File: src/rtl/pipelined_adder.sv
// Pipelined adder/subtractor: the carry ripples through one operand slice per stage behind a valid/ready pipeline.
// Optional macro PIPELINED_ADDER_SATURATE_EN clamps sum on overflow (all-ones) and underflow (zero).
module pipelined_adder #(
  parameter int unsigned WIDTH  = 8,
  parameter int unsigned STAGES = 2
) (
  input  logic             clk,
  input  logic             rst,
  input  logic             in_valid,
  output logic             in_ready,
  input  logic [WIDTH-1:0] a,
  input  logic [WIDTH-1:0] b,
  input  logic             op,
  output logic             out_valid,
  input  logic             out_ready,
  output logic [WIDTH-1:0] sum,
  output logic             carry,
  output logic             ovf
);
  localparam int unsigned SLICE = (WIDTH + STAGES - 1) / STAGES;

  // Per-stage registers: operands ride along with the partial sum and slice carry.
  logic [STAGES-1:0] vld;
  logic [STAGES-1:0] st_c;
  logic              st_op [STAGES];
  logic [WIDTH-1:0]  st_a  [STAGES];
  logic [WIDTH-1:0]  st_b  [STAGES];
  logic [WIDTH-1:0]  st_s  [STAGES];

  logic [STAGES-1:0] nx_v;
  logic [STAGES-1:0] nx_c;
  logic              nx_op [STAGES];
  logic [WIDTH-1:0]  nx_a  [STAGES];
  logic [WIDTH-1:0]  nx_b  [STAGES];
  logic [WIDTH-1:0]  nx_s  [STAGES];

  logic [WIDTH-1:0]  cur_a;
  logic [WIDTH-1:0]  cur_b;
  logic [WIDTH-1:0]  cur_s;
  logic              cur_v;
  logic              cur_c;
  logic              cur_op;
  logic              adv;

  assign adv       = ~vld[STAGES-1] | out_ready;
  assign in_ready  = ~rst & adv;
  assign out_valid = vld[STAGES-1];
  assign sum       = st_s[STAGES-1];
  assign carry     = st_c[STAGES-1];
  assign ovf       = st_c[STAGES-1];

  // Next contents of every stage; bit i is summed in stage i/SLICE.
  always_comb begin
    cur_a  = '0;
    cur_b  = '0;
    cur_s  = '0;
    cur_v  = 1'b0;
    cur_c  = 1'b0;
    cur_op = 1'b0;
    nx_v   = '0;
    nx_c   = '0;
    for (int unsigned k = 0; k < STAGES; k++) begin
      if (k == 0) begin
        cur_v  = in_valid;
        cur_a  = a;
        cur_b  = op ? ~b : b;
        cur_s  = '0;
        cur_c  = op;
        cur_op = op;
      end else begin
        cur_v  = vld[k-1];
        cur_a  = st_a[k-1];
        cur_b  = st_b[k-1];
        cur_s  = st_s[k-1];
        cur_c  = st_c[k-1];
        cur_op = st_op[k-1];
      end
      for (int unsigned i = 0; i < WIDTH; i++) begin
        if ((i / SLICE) == k) begin
          cur_s[i] = cur_a[i] ^ cur_b[i] ^ cur_c;
          cur_c    = (cur_a[i] & cur_b[i]) | (cur_c & (cur_a[i] ^ cur_b[i]));
        end
      end
      if (k == STAGES - 1) begin
        // Subtract carries out when no borrow occurred, so invert to report the borrow.
        cur_c = cur_c ^ cur_op;
`ifdef PIPELINED_ADDER_SATURATE_EN
        if (cur_c) begin
          cur_s = cur_op ? '0 : '1;
        end
`endif
      end
      nx_v[k]  = cur_v;
      nx_c[k]  = cur_c;
      nx_op[k] = cur_op;
      nx_a[k]  = cur_a;
      nx_b[k]  = cur_b;
      nx_s[k]  = cur_s;
    end
  end

  // Whole pipeline advances together; a stage keeps its data when its upstream is empty.
  always_ff @(posedge clk) begin
    if (rst) begin
      vld  <= '0;
      st_c <= '0;
      for (int unsigned k = 0; k < STAGES; k++) begin
        st_op[k] <= 1'b0;
        st_a[k]  <= '0;
        st_b[k]  <= '0;
        st_s[k]  <= '0;
      end
    end else if (adv) begin
      vld <= nx_v;
      for (int unsigned k = 0; k < STAGES; k++) begin
        if (nx_v[k]) begin
          st_c[k]  <= nx_c[k];
          st_op[k] <= nx_op[k];
          st_a[k]  <= nx_a[k];
          st_b[k]  <= nx_b[k];
          st_s[k]  <= nx_s[k];
        end
      end
    end
  end

endmodule
File: config.mk
export PLATFORM = sky130hd
export DESIGN_NAME = pipelined_adder
export DESIGN_NICKNAME = d
export VERILOG_FILES = /design/src/rtl/pipelined_adder.sv
export SDC_FILE = /design/constraint.sdc
export NUM_CORES = 1
export LEC_CHECK = 0
export ABC_AREA = 1
export BUFFER_PORTS_ARGS = -buffer_cell sky130_fd_sc_hd__buf_2
export CORE_MARGIN = 4
export CORE_UTILIZATION = 45
export DETAILED_ROUTE_END_ITERATION = 6
export PLACE_DENSITY = 0.75
export SKIP_CTS_REPAIR_TIMING = 1
export SLEW_MARGIN = 30
export SYNTH_ARGS = -nofsm -noshare
export SYNTH_HDL_FRONTEND = slang
export SYNTH_SLANG_ARGS = --single-unit
File: constraint.sdc
create_clock -name clk -period 6.4 [get_ports clk]
set_clock_uncertainty 0.05 [all_clocks]
set_input_delay 0.96 -clock clk [delete_from_list [all_inputs] [get_ports clk]]
set_output_delay 0.96 -clock clk [all_outputs]
set_load 0.1 [all_outputs]
==> impl_metrics.yaml <==
setup_path:
  r2r_slack_ns: 4.22
  crit_path_start_kind: "input port"
  reg2regPathDepth: 8
  cp.required_ns: 5.39
  end_kind: "output port"
  crit_fanout: 6
  critPathArrivalTime_ns: 1.77
  regToRegStartpoint: "st_a[0][4]"
  reg2reg_to: "st_s[0][15]"
  critPathKind: "in2out"
power_and_ir_drop:
  irDropWorstVdd_mv: 0.160
  powerDensity_nw_per_um2: 256
  power_mw: 0.371
  p_leak_nw: 0.709
grt:
  grt_pass1_vias: 773
  grt_overflow: 0
  antenna_found_initial: 0
  grt_max_degree: 22
  track_usage: 0.112
  grt_pass1_wl_mm: 3.09
hold_path:
  whs_endpoint: "st_c[0]"
  hp-start: "st_c[0]"
  min_path_type: "reg2reg"
  min_path_cells: 2
clocking:
  clk_pin_slew_ns: 0.12
  root_buffer: "clkbuf_4"
  htreeDepth: 1
  numCtsBuffers: 3
  tritoncts: "built"
  clock_sinks: 25
  cts_max_path_buffers: 2
  clkLatencyLatePin_ns: 0.30
floorplan:
  initial_core_util: 0.489
  core-area_um2: 2590
  fp.dieH_um: 61.0
  ios: 33
  chipWidth_um: 61.0
  dieArea_um2: 3730
  core.rowCount: 18
placement:
  post-place-cells: 174
  hpwlAfterDp_mm: 1.42
  place_area_um2: 1430
  pre_cts_slack_ns: 3.47
  gp_congestion: 0.676
  portBuffers: 32
synthesis:
  yosysUniqueCellTypes: 18
  ys_seq_area_frac: 0.561
  async_reset_ff_frac: 0
  synth_edf_count: 21
  syn_area_per_cell_um2: 10.9
  syn_inst: 116
  netlist_area_um2: 1270
  synth-main-ff-cell: "edfxtp_1"
  ys_ff_latch: 25
  synth_nets: 144
  synth_warnings: 0
sta:
  timing.fmax_ghz: 0.360
  setup_tns_ns: 0
  hold_violations: 0
  worstMarginPinSlew_ns: 0.607
  slew_viol_final: 0
  setup_viol_count_final: 0
  slew_headroom: 0.594
  hold_ws_ns: 0.438
  rsz0062_at_grt: "no"
  fin_crit_sh: 0.434
  min_period_ns: 2.78
  setup_slack_ns: 3.62
final_layout:
  drive_gt1_frac: 0.284
  area_growth_syn_to_layout_pct: 14.7
  diodes: 0
  fin_area_um2: 1450
  final_util: 0.561
  regArea_um2: 711
  final_cells: 178
  fin_nets: 177
  nFillCells: 216
  multi_input_area_um2: 409
drt:
  drt_iter0_markers: 15
  wl_per_cell_um: 9.96
  drc: 0
  dr.pass1.iters: 3
  vias_per_cell: 4.31
  drtAntennaViolNets: 0
  drt-total-wl_mm: 1.77
  vias: 768
run:
  cap_violations: 0
status:
  status: "finished, final reports clean"
-- critical path, cell delays in order --
cell and delay [ns]:
buf_2 0.07, inv_1 0.04, nand2_2 0.12, inv_1 0.07, nor2_1 0.07, buf_2 0.42
-- sequential cells by signal (all words and copies together), names as in the netlist --
| signal | flops |
|---|---|
| st_c | 2 |
| vld | 2 |
| st_op | 1 |
| st_b | 4 |
| st_a | 4 |
| st_s | 12 |
-- cells in the final DEF (no fill, tap or decap) --
cell type	n
xor2_1	2
clkbuf_4	3
dfxtp_1	4
edfxtp_1	21
buf_2	32
nand4_1	1
inv_1	28
o21ai_0	1
xnor2_1	6
nand2_1	12
inv_2	1
clkbuf_1	1
fa_1	7
nand3_1	1
nor2_1	20
o211ai_4	1
nand2_2	1
nor2_2	4
a21oi_1	2
-- cell type report --
cell class | count | area share
inverters | 29 | 0.0749
repair buffers | 32 | 0.110
multi-input cells | 58 | 0.282
flip-flops and latches | 25 | 0.489
clock buffers | 4 | 0.0181
well taps | 30 | 0.0258
-- Yosys cell counts (2+ instances only) --
cell | n | area, µm²
nor2_2 | 4 | 25.0
buf_6 | 2 | 22.5
inv_1 | 28 | 105
fa_1 | 7 | 140
dfxtp_1 | 4 | 80.1
a21oi_1 | 2 | 10.0
nor2_1 | 20 | 75.1
xor2_1 | 2 | 17.5
buf_4 | 2 | 15.0
edfxtp_1 | 21 | 631
xnor2_1 | 6 | 52.6
nand2_1 | 12 | 45.0
-- layer usage --
metal  GRT usage  routed length (µm)  vias up
met1       0.130                 729      332
met3      0.0147                 118        2
met2       0.201                 898       23
li1            -                   -      411
met5           0                   0        -
met4      0.0557                  27        0
-- kinds of logic (layout without fill, tap and decap cells) --
| kind of cell | after synthesis | count (layout) | synth area share |
|---|---|---|---|
| and+or+nand+nor | 39 | 39 | 0.128 |
| buffers and inverters | 33 | 65 | 0.116 |
| DFF | 25 | 25 | 0.561 |
| xor gates and xnor gates | 8 | 8 | 0.0553 |
| adders and majority gates | 7 | 7 | 0.111 |
| AOI/OAI and AO/OA | 4 | 4 | 0.0287 |
-- worst max path at each step --
stage / depth (start not counted) / to / startpoint
floorplan: 4 / in_ready / out_ready
global placement: 10 / st_s[0][3] / op
detailed placement: 10 / st_s[0][3] / op
CTS: 6 / in_ready / out_ready
global route: 6 / in_ready / out_ready
finish: 6 / in_ready / out_ready
-- power by group --
group	total, mW	switching (mW)	internal (mW)
combinational	0.106	0.0815	0.0249
clock	0.0656	0.0414	0.0242
sequential	0.199	0.00514	0.194
Power figures use the tool's default switching activity.
